## config.mk

```make
export PLATFORM = sky130hd
export DESIGN_NAME = ex
export DESIGN_NICKNAME = d
export VERILOG_FILES = /design/src/rtl/ex.sv
export SDC_FILE = /design/constraint.sdc
export NUM_CORES = 1
export LEC_CHECK = 0
export ABC_AREA = 1
export BUFFER_PORTS_ARGS = -buffer_cell sky130_fd_sc_hd__buf_4
export CORE_MARGIN = 4
export CORE_UTILIZATION = 30
export DETAILED_ROUTE_END_ITERATION = 12
export SETUP_SLACK_MARGIN = 0.2
export SLEW_MARGIN = 0
export SYNTH_ARGS = -nofsm -noshare
export SYNTH_HDL_FRONTEND = slang
export SYNTH_SLANG_ARGS = --single-unit
```

## constraint.sdc

```tcl
create_clock -name vclk -period 1.8
set_clock_uncertainty 0.1 [all_clocks]
set_input_delay 0.18 -clock vclk [all_inputs]
set_output_delay 0.18 -clock vclk [all_outputs]
set_load 0.05 [all_outputs]
```

## src/rtl/ex.sv

```systemverilog
// Execute stage: logic/shift ALU, pass-through of the write-back request and an
// optional 32-cycle radix-2 divider for DIV/DIVU (enabled by defining EX_DIV_EN).
// Ports: clk/rst (sync, active-high), aluop_i/alusel_i/reg1_i/reg2_i/wd_i/wreg_i
// from ID/EX; wd_o/wreg_o/wdata_o to EX/MEM; whilo_o/hi_o/lo_o HI/LO write;
// stallreq_o pipeline hold while a divide is in flight.
module ex (
    input  logic        clk,
    input  logic        rst,
    input  logic [7:0]  aluop_i,
    input  logic [2:0]  alusel_i,
    input  logic [31:0] reg1_i,
    input  logic [31:0] reg2_i,
    input  logic [4:0]  wd_i,
    input  logic        wreg_i,
    output logic [4:0]  wd_o,
    output logic        wreg_o,
    output logic [31:0] wdata_o,
    output logic        whilo_o,
    output logic [31:0] hi_o,
    output logic [31:0] lo_o,
    output logic        stallreq_o
);
    localparam logic [7:0] OP_AND  = 8'h24;
    localparam logic [7:0] OP_OR   = 8'h25;
    localparam logic [7:0] OP_XOR  = 8'h26;
    localparam logic [7:0] OP_NOR  = 8'h27;
    localparam logic [7:0] OP_SLL  = 8'h7C;
    localparam logic [7:0] OP_SRL  = 8'h02;
    localparam logic [7:0] OP_SRA  = 8'h03;
    localparam logic [7:0] OP_DIV  = 8'h1A;
    localparam logic [7:0] OP_DIVU = 8'h1B;

    localparam logic [2:0] SEL_LOGIC = 3'b001;
    localparam logic [2:0] SEL_SHIFT = 3'b010;

    logic [31:0] logic_res;
    logic [31:0] shift_res;
    logic [4:0]  sa;

    assign sa = reg1_i[4:0];

    always_comb begin
        logic_res = '0;
        unique case (aluop_i)
            OP_AND:  logic_res = reg1_i & reg2_i;
            OP_OR:   logic_res = reg1_i | reg2_i;
            OP_XOR:  logic_res = reg1_i ^ reg2_i;
            OP_NOR:  logic_res = ~(reg1_i | reg2_i);
            default: logic_res = '0;
        endcase
    end

    always_comb begin
        shift_res = '0;
        unique case (aluop_i)
            OP_SLL:  shift_res = reg2_i << sa;
            OP_SRL:  shift_res = reg2_i >> sa;
            OP_SRA:  shift_res = $unsigned($signed(reg2_i) >>> sa);
            default: shift_res = '0;
        endcase
    end

    always_comb begin
        wd_o    = '0;
        wreg_o  = 1'b0;
        wdata_o = '0;
        if (!rst) begin
            wd_o   = wd_i;
            wreg_o = wreg_i;
            unique case (alusel_i)
                SEL_LOGIC: wdata_o = logic_res;
                SEL_SHIFT: wdata_o = shift_res;
                default:   wdata_o = '0;
            endcase
        end
    end

`ifdef EX_DIV_EN
    typedef enum logic [1:0] {
        S_IDLE,
        S_DIVZERO,
        S_ON,
        S_END
    } state_t;

    state_t      state;
    state_t      state_nx;
    logic [5:0]  cnt;
    // quo holds the dividend while shifting and collects quotient bits
    logic [31:0] quo;
    logic [31:0] rem;
    logic [31:0] dvs;
    logic        neg_q;
    logic        neg_r;
    logic        is_div;
    logic        is_sdiv;
    logic [32:0] rem_sh;
    logic [32:0] diff;
    logic [31:0] q_step;
    logic [31:0] r_step;

    assign is_sdiv = (aluop_i == OP_DIV);
    assign is_div  = is_sdiv || (aluop_i == OP_DIVU);

    // one restoring step: bit 32 of diff is the borrow
    always_comb begin
        rem_sh = {rem, quo[31]};
        diff   = rem_sh - {1'b0, dvs};
        if (!diff[32]) begin
            r_step = diff[31:0];
            q_step = {quo[30:0], 1'b1};
        end else begin
            r_step = rem_sh[31:0];
            q_step = {quo[30:0], 1'b0};
        end
    end

    always_comb begin
        state_nx = state;
        unique case (state)
            S_IDLE: begin
                if (is_div)
                    state_nx = (reg2_i == '0) ? S_DIVZERO : S_ON;
            end
            S_ON: begin
                if (cnt == 6'd31)
                    state_nx = S_END;
            end
            S_DIVZERO: state_nx = S_END;
            S_END:     state_nx = S_IDLE;
            default:   state_nx = S_IDLE;
        endcase
    end

    always_ff @(posedge clk) begin
        if (rst) begin
            state <= S_IDLE;
        end else begin
            state <= state_nx;
        end
    end

    always_ff @(posedge clk) begin
        if (rst) begin
            cnt   <= '0;
            quo   <= '0;
            rem   <= '0;
            dvs   <= '0;
            neg_q <= 1'b0;
            neg_r <= 1'b0;
        end else begin
            unique case (state)
                S_IDLE: begin
                    if (is_div && reg2_i != '0) begin
                        cnt <= '0;
                        rem <= '0;
                        if (is_sdiv) begin
                            quo   <= reg1_i[31] ? -reg1_i : reg1_i;
                            dvs   <= reg2_i[31] ? -reg2_i : reg2_i;
                            neg_q <= reg1_i[31] ^ reg2_i[31];
                            neg_r <= reg1_i[31];
                        end else begin
                            quo   <= reg1_i;
                            dvs   <= reg2_i;
                            neg_q <= 1'b0;
                            neg_r <= 1'b0;
                        end
                    end
                end
                S_ON: begin
                    cnt <= cnt + 6'd1;
                    if (cnt == 6'd31) begin
                        quo <= neg_q ? -q_step : q_step;
                        rem <= neg_r ? -r_step : r_step;
                    end else begin
                        quo <= q_step;
                        rem <= r_step;
                    end
                end
                S_DIVZERO: begin
                    quo <= '0;
                    rem <= '0;
                end
                default: ;
            endcase
        end
    end

    always_comb begin
        stallreq_o = 1'b0;
        whilo_o    = 1'b0;
        hi_o       = '0;
        lo_o       = '0;
        if (!rst) begin
            unique case (state)
                S_IDLE:    stallreq_o = is_div;
                S_ON:      stallreq_o = 1'b1;
                S_DIVZERO: stallreq_o = 1'b1;
                S_END: begin
                    whilo_o = 1'b1;
                    hi_o    = rem;
                    lo_o    = quo;
                end
                default: ;
            endcase
        end
    end
`else
    logic unused_clk;
    assign unused_clk = clk;

    assign stallreq_o = 1'b0;
    assign whilo_o    = 1'b0;
    assign hi_o       = '0;
    assign lo_o       = '0;
`endif

endmodule

```

==> metrics <==
Final Net Count 1,722; P_sw 1561 uW; leakage 0.005876 uW; Antenna Nets Post-Route 0; RSZ-0062 raised after global routing true; synth cell count leaders nand2_1, nand3_1, inv_1; first-pass GRT wire length 53,380 um; sequential cell area 0 um2; post-synth top area share 0.2387; Hold Crit Class input port to primary output; CP endpoint kind primary output; total track usage 0.2846; Pwr Total 2474 uW; Post-Syn Area per Cell between 5 and 6 um2; Min Hold Slack 610.1 ps; CTS Hold Buffers Added 0; DRT iter0 DRCs 891; failing checks setup timing; Chip Width 154.2 um; Hold Violations, Final 0; Distinct cells, synth 41; clkbuf count 0; num ports 187; DRT Pass-1 Iters 6; Switching Share 0.6307; Worst Path Required between 1500 and 2000 ps; Inst Count DP 1,788; remaining global-route overflow 0; DP HPWL 27,940 um; Yosys top cell by area nand2_1; layout cells sized above 1 0.4838; Seq cells 0; critical path arrival between 1500 and 2000 ps; Starting Density 0.3052; routed vias approximately 10,000; drt total wl 37,220 um; Clk pwr share 0; port bufs 120; Peak VDD IR between 0.0001 and 0.00015 V; ant diodes 0; Final Non-Filler Cells about 1,800; pwr dens approximately 210 nW/um2; count of final setup violators 32; Synth area leaders nand2_1, nand3_1, ha_1, buf_4, inv_1; MaxCap Viol Count 0; minimum clock period approximately 2200 ps; Avg WL per Cell 20.16 um; largest net degree at the start of global routing 23; FILL cells 1,994; worst setup path endpoint wdata_o[30]; Rows 53; GP Congestion 1.048; Area Overhead vs Synth 84.95%; DIE AREA roughly 24,000 um2; yosys synthesis warning count 0; Worst Setup SP aluop_i[1]; period utilization 1.203; Placeable Area between 20,000 and 25,000 um2; Logic pwr share 1.000; Residual DRC 0; setup ws final -364.9 ps; f_max about 460 MHz; post-synthesis sequential area ratio 0; Final Max Slew Viols 0; pre-CTS setup slack -521.8 ps; synthesized cell area 6416 um2; Power Internal ~910 uW; drt via density 5.397; Post-Synthesis Cells 1,223; Reg power frac 0; status finished, violations left; Die Y around 150 um; count leader, synth nand2_1; initial antenna violation count 0; crit path kind input port to primary output; Crit Path Max Fanout 7; CP startpoint kind input port; vias in the first global route 9,438
[through the flow]
| step | cell area, um2 | utilization | setup TNS, ps |
|---|---|---|---|
| finish | 11870 | 0.5645 | -9558 |
| global route | 11870 | 0.5645 | -11600 |
| CTS | 11000 | 0.5234 | -8152 |
| detailed placement | 9579 | 0.4557 | -14030 |
| global placement | 9579 | 0.4557 | -14010 |
| floorplan | 7247 | - | 0 |
[metal layers]
layer,wire (um),part of all wire,GRT usage,up-vias
li1,-,-,-,4634
met1,14720,0.40,0.3681,4640
met2,17030,0.46,0.4730,574
met3,3465,0.093,0.04141,115
met4,2002,0.054,0.1190,0
met5,0,0,0,-
[worst min path at each step]
stage,startpoint,end,cells past startpoint
after floorplan,wd_i[0],wd_o[0],2
after global placement,wd_i[4],wd_o[4],4
after detailed placement,wd_i[4],wd_o[4],4
after CTS,wd_i[4],wd_o[4],4
after global routing,wd_i[3],wd_o[3],4
final,wd_i[4],wd_o[4],4
[cell usage in the layout (no fill, tap or decap), types with 11 or more instances in the layout]
cell type / n
nand2_4: 17
a22o_1: 14
o21ai_1: 23
a21oi_2: 11
o21ai_2: 17
nand3_2: 71
nor2_2: 20
nor2_1: 35
nand3_4: 12
buf_4: 295
buf_6: 68
buf_8: 18
conb_1: 66
o2111ai_2: 11
nand2_1: 308
buf_12: 23
a21oi_4: 35
a21oi_1: 14
nand2_2: 89
ha_1: 65
inv_1: 77
inv_2: 13
nor2_4: 17
o211ai_1: 11
o21ai_0: 24
nand3_1: 146
[worst max-delay path, stage by stage]
cell     delay, ps
buf_8           80
buf_6           90
nand2_4         40
nor2_4         180
nand2_8        120
nor2_8         210
nand3_4        100
buf_4          150
o21ai_0        120
nand2_1        110
nand2_2         80
nand2_2         60
a21oi_4        170
buf_6          170
[power by group through the flow]
| stage | Sequential, uW | Combinational, uW | Clock, uW |
|---|---|---|---|
| 2_1_floorplan | 0 | 1290 | 0 |
| 3_3_place_gp | 0 | 2030 | 0 |
| 3_5_place_dp | 0 | 2040 | 0 |
| 4_1_cts | 0 | 2290 | 0 |
| 5_1_grt | 0 | 2610 | 0 |
| 6_report | 0 | 2470 | 0 |
[layout make-up]
| type | instances | area, um2 | share of cell area |
|---|---|---|---|
| Multi-Input combinational cell | 1050 | 6993 | 0.5893 |
| Inverter | 103 | 464.2 | 0.03912 |
| Timing Repair Buffer | 415 | 4016 | 0.3385 |
| Tap cell | 275 | 344.1 | 0.02900 |
| Timing Repair inverter | 3 | 48.80 | 0.004112 |
[cells by family after synthesis]
| kind of cell | count (synthesis) | share of synthesized area |
|---|---|---|
| AOI/OAI and AO/OA | 175 | 0.1630 |
| adders and majority gates | 66 | 0.1287 |
| other | 1 | 0.0005845 |
| and+or+nand+nor | 743 | 0.5094 |
| buffers and inverters | 238 | 0.1983 |
[what timing repair did]
| action | CTS | global route |
|---|---|---|
| gates resized for setup | 273 | 166 |
| pin swaps | 93 | 94 |
| buffers inserted | 24 | 21 |
| endpoints found under the setup margin | 32 | 32 |
| gates cloned | 10 | 3 |
(Power assumes the default switching activity.)
